--- src/rtl/framebuffer_access_scheduler.sv ---
// Arbitrates the framebuffer memory port between the pixel writer's read-modify-write
// and a clear engine that zeroes NUM_WORDS words at each frame start.
module framebuffer_access_scheduler #(
    parameter int unsigned DATA_WIDTH     = 32,
    parameter int unsigned ADDRESS_LENGTH = 14,
    parameter int unsigned NUM_WORDS      = 9600
) (
    input  logic                      clk,
    input  logic                      resetn,
    input  logic                      frame_start,
    input  logic                      px_req,
    output logic                      px_gnt,
    input  logic [ADDRESS_LENGTH-1:0] px_addr,
    input  logic                      px_we,
    input  logic [DATA_WIDTH-1:0]     px_wrdata,
    output logic [DATA_WIDTH-1:0]     px_rddata,
    output logic                      mem_we,
    output logic [ADDRESS_LENGTH-1:0] mem_rdaddr,
    output logic [ADDRESS_LENGTH-1:0] mem_wraddr,
    output logic [DATA_WIDTH-1:0]     mem_wrdata,
    input  logic [DATA_WIDTH-1:0]     mem_rddata,
    output logic                      clear_busy,
    output logic                      clear_done,
    output logic                      clear_overrun
);

    typedef enum logic [1:0] {StIdle, StPixel, StClear} state_e;

    localparam logic [ADDRESS_LENGTH-1:0] LastWord = ADDRESS_LENGTH'(NUM_WORDS - 1);

    state_e                    state_q, state_d;
    logic [ADDRESS_LENGTH-1:0] clr_cnt_q, clr_cnt_d;
    logic                      clear_pending_q, clear_pending_d;
    logic                      clear_done_q, clear_done_d;
    logic                      clear_overrun_q, clear_overrun_d;

    always_ff @(posedge clk or negedge resetn) begin
        if (!resetn) begin
            state_q         <= StIdle;
            clr_cnt_q       <= '0;
            clear_pending_q <= 1'b0;
            clear_done_q    <= 1'b0;
            clear_overrun_q <= 1'b0;
        end else begin
            state_q         <= state_d;
            clr_cnt_q       <= clr_cnt_d;
            clear_pending_q <= clear_pending_d;
            clear_done_q    <= clear_done_d;
            clear_overrun_q <= clear_overrun_d;
        end
    end

    always_comb begin
        state_d         = state_q;
        clr_cnt_d       = clr_cnt_q;
        clear_pending_d = clear_pending_q;
        clear_done_d    = 1'b0;
        // A frame start during a clear, including its last cycle, never restarts it.
        clear_overrun_d = clear_overrun_q | (frame_start && (state_q == StClear));
        case (state_q)
            StIdle: begin
                if (clear_pending_q || frame_start) begin
                    state_d         = StClear;
                    clear_pending_d = 1'b0;
                end else if (px_req) begin
                    state_d = StPixel;
                end
            end
            StPixel: begin
                if (frame_start) clear_pending_d = 1'b1;
                if (!px_req) state_d = StIdle;
            end
            StClear: begin
                if (clr_cnt_q == LastWord) begin
                    clr_cnt_d    = '0;
                    state_d      = StIdle;
                    clear_done_d = 1'b1;
                end else begin
                    clr_cnt_d = clr_cnt_q + ADDRESS_LENGTH'(1);
                end
            end
            default: state_d = StIdle;
        endcase
    end

    always_comb begin
        px_gnt        = 1'b0;
        clear_busy    = 1'b0;
        mem_we        = 1'b0;
        mem_rdaddr    = '0;
        mem_wraddr    = '0;
        mem_wrdata    = '0;
        clear_done    = clear_done_q;
        clear_overrun = clear_overrun_q;
        px_rddata     = mem_rddata;
        case (state_q)
            StPixel: begin
                px_gnt     = 1'b1;
                mem_we     = px_we;
                mem_rdaddr = px_addr;
                mem_wraddr = px_addr;
                mem_wrdata = px_wrdata;
            end
            StClear: begin
                clear_busy = 1'b1;
                mem_we     = 1'b1;
                mem_rdaddr = clr_cnt_q;
                mem_wraddr = clr_cnt_q;
            end
            default: ;
        endcase
    end

endmodule

--- config.mk ---
export PLATFORM = sky130hd
export DESIGN_NAME = framebuffer_access_scheduler
export DESIGN_NICKNAME = d
export VERILOG_FILES = /design/src/rtl/framebuffer_access_scheduler.sv
export SDC_FILE = /design/constraint.sdc
export NUM_CORES = 1
export LEC_CHECK = 0
export CAP_MARGIN = 20
export CORE_MARGIN = 2
export CORE_UTILIZATION = 29
export CTS_CLUSTER_DIAMETER = 50
export DETAILED_ROUTE_END_ITERATION = 12
export MAX_ROUTING_LAYER = met4
export PLACE_DENSITY = 0.81
export SYNTH_ARGS = -nofsm -noshare
export SYNTH_HDL_FRONTEND = slang
export SYNTH_SLANG_ARGS = --single-unit
--- constraint.sdc ---
create_clock -name clk -period 2.7 [get_ports clk]
set_clock_uncertainty 0.15 [all_clocks]
set_input_delay 0.405 -clock clk [delete_from_list [all_inputs] [get_ports clk]]
set_output_delay 0.405 -clock clk [all_outputs]
set_load 0.05 [all_outputs]
==> results.txt <==
outcome = finished clean
H-Tree Level Count = 1
cell area power density = 168 nW/um^2
Combinational Power Share = 13.8%
total of cells resized after clock tree synthesis = 0
RePlAce Congestion = 0.812
worst-margin pin slew = 0.871 ns
Area growth, synth to finish = 94.9%
total of flip-flops plus latches after synthesis = 19
Period minus WS final = 2.51 ns
post-synth top area share = 27.3%
die height = 81.6 um
clock tree from TritonCTS = built
Highest Clock Rate = 399 MHz
Setup WS pre-CTS = 0.481 ns
first-pass GRT wire length = 8400 um
count of non-filler cells in the finished layout = 349
post-route DRC violation count = 0
fraction of the yosys area taken by sequential cells = 27.3%
period utilisation layout = 92.8%
clock share of power = 36.4%
Synth Instances = 208
worst endpoint data arrival time = 1.95 ns
Critical Path Source Type = flip-flop
switching share of total power = 21.1%
Root Buffer = clkbuf_8
critical path cell sequence = inv_1 > ha_2 > a22oi_1 > nor2b_4 > buf_12
final core utilization = 58.1%
Final ANT Viol Nets = 0
Reg power frac = 49.9%
total negative slack for setup checks = 0 ns
setup-violating endpoint count in the final report = 0
required time of the critical path = 2.14 ns
total number of nets in the final design = 362
post-synthesis share of cell area spent on xor and xnor gates = 5.52%
number of max-slew violations in the final report = 0
Int Power = 0.450 mW
adder and majority cell fraction of the synthesized area = 2.87%
worst path setup slack after routing = 0.193 ns
routed vias/inst = 4.93
initial core utilization = 29.8%
RSZ-0062 raised after global routing = no
post-cts hold buffer count = 0
number of DRC markers after the initial detailed-route iteration = 73
Post-Syn Area per Cell = 8.39 um^2
maximum number of buffers from clock root to sink = 2
mux cell area share after synthesis = 0.574%
worst stage delay on the critical path = 0.55 ns
leading cell types by total area after synthesis = dfrtp_1 (27%), buf_4 (20%), and2_1 (12%)
area fraction in and, or, nand and nor cells after synthesis = 28.6%
Synth warnings = 0
Core Region = 5850 um^2
ANT cells = 0
crit path max fanout = 26
horizontal die dimension = 81.6 um
slowest stage cell, crit path = ha_2
count of input and output buffers = 115
final wirelength = 5700 um
Hold Slack = 0.321 ns
fraction of layout cells with a size suffix above 1 = 32.1%
cell taking the most area after synthesis = dfrtp_1
number of global-route vias before repair = 1640
kind of end point of the critical path = primary output
clock sink total = 19
final-report hold violation count = 0
I/O pin count = 180
Placed Instances = 345
Setup Crit Path Kind = flip-flop to primary output
insertion delay to the later sink of the worst-skew pair = 0.26 ns
IR Drop Worst-Case VDD = 0.000119 V
unique cell type count in the Yosys netlist = 31
leftover overflow at the end of global routing = 0
initial antenna violation count = 0
number of buffers inserted to repair setup after CTS = 0
max-cap violation count = 0
average wire per cell in the routed design = 16.3 um
standard-cell row count = 28
CTS clock-pin slew for the worst setup and hold paths = 0.07 ns
DR vias = 1721
pin count of the biggest net entering global routing = 51
number of nets produced by synthesis = 295
static leakage = 1.59 nW
GRT Overall Usage = 16.8%
CTS buffer count = 3
HPWL after DPL = 4560 um
detailed-routing iteration count for the pre-antenna-repair pass = 4
share of the synthesized area in compound gates (AO/OA/AOI/OAI) = 12.2%
combinational family with the most area after synthesis = simple AND/OR/NAND/NOR gates
type of the worst min-delay path = flip-flop to flip-flop
Net Switching = 0.120 mW
post-synthesis cell area = 1740 um^2
area of the die = 6650 um^2
worst slew margin relative to its limit = 41.8%
Worst R2R Setup Slack = 0.45 ns
[logic make-up after synthesis]
logic type | after synthesis
DFF | 19
buffers and inverters | 61
xor gates and xnor gates | 11
AOI/OAI and AO/OA | 28
adders and majority gates | 4
and+or+nand+nor | 84
muxes | 1
[metrics by stage]
stage          instance area, um^2  total power, mW
2_1_floorplan                 1850            0.419
3_3_place_gp                  3350            0.367
3_5_place_dp                  3350            0.369
4_1_cts                       3400            0.572
5_1_grt                       3400            0.592
6_report                      3400            0.570
[metal layers]
| metal | global-route usage (%) | wire [um] |
|---|---|---|
| met1 | 16.7 | 1880 |
| met2 | 30.9 | 3100 |
| met3 | 5.05 | 621 |
| met4 | 5.76 | 100 |
| met5 | - | 0 |
[placed cells by master (no fill, tap or decap), drive strengths merged]
cell / count
a21o: 1
a21oi: 5
a22oi: 14
a31oi: 1
and2: 33
and3: 3
and4: 1
buf: 65
clkbuf: 3
clkdlybuf4s50: 52
clkinv: 1
dfrtp: 19
ha: 4
inv: 6
mux2i: 1
nand2: 7
nand2b: 1
nand3: 3
nand4: 7
nand4b: 1
nor2: 10
nor2b: 15
nor4: 1
o2111ai: 1
o211ai: 1
o21ai: 1
o21bai: 1
o22ai: 2
o41ai: 1
or3: 1
or4b: 1
xnor2: 3
xor2: 8
[critical path: cells and delay by family (launching register included)]
kind / cells / cell delay (ns)
adders and majority gates: 1 / 0.55
DFF: 1 / 0.40
buffers and inverters: 2 / 0.27
and+or+nand+nor: 1 / 0.23
AOI/OAI and AO/OA: 1 / 0.21
[state kept, by name (all words and copies together), names as in the netlist]
register,cells
clear_pending_q,1
clear_done,1
state_q,2
clear_overrun,1
clr_cnt_q,14
[Yosys cell counts]
library cell,n
buf_4,46
and2_1,33
dfrtp_1,19
nor2b_1,15
a22oi_1,14
nor2_1,10
clkbuf_1,9
xor2_1,8
nand2_1,7
nand4_1,7
inv_1,6
a21oi_1,5
ha_1,4
and3_1,3
nand3_1,3
xnor2_1,3
o22ai_1,2
a21o_1,1
a31oi_1,1
and4_1,1
mux2i_1,1
nand2b_1,1
nand4b_1,1
nor4_2,1
o2111ai_1,1
o211ai_1,1
o21ai_0,1
o21bai_1,1
o41ai_4,1
or3_1,1
or4b_4,1
[power by group through the flow]
| stage | Sequential, mW | Clock (mW) | Combinational (mW) |
|---|---|---|---|
| 4_1_cts | 0.284 | 0.208 | 0.0795 |
| 2_1_floorplan | 0.290 | 0 | 0.129 |
| 3_5_place_dp | 0.290 | 0 | 0.0789 |
| 6_report | 0.284 | 0.207 | 0.0784 |
| 5_1_grt | 0.284 | 0.224 | 0.0833 |
| 3_3_place_gp | 0.290 | 0 | 0.0768 |
[area by class of cell]
| type | instances | area (um^2) |
|---|---|---|
| fillers | 425 | 2450 |
| clock buffers | 3 | 41.3 |
| repair buffers | 117 | 1780 |
| well taps | 75 | 93.8 |
| clock inverters | 1 | 5.00 |
| inverters | 6 | 22.5 |
| multi-input cells | 128 | 977 |
| flip-flops and latches | 19 | 475 |
[path summary, 6_finish.rpt]
path / from / endpoint / depth (start not counted)
min in group asynchronous: resetn / clr_cnt_q[13] / 1
worst max register to register: state_q[0] / clr_cnt_q[13] / 6
worst min register to register: clear_overrun / clear_overrun / 1
max in group asynchronous: resetn / clr_cnt_q[0] / 1
worst min-delay path: clear_overrun / clear_overrun / 1
worst max-delay path: state_q[0] / mem_rdaddr[9] / 5
Power figures use the tool's default switching activity.
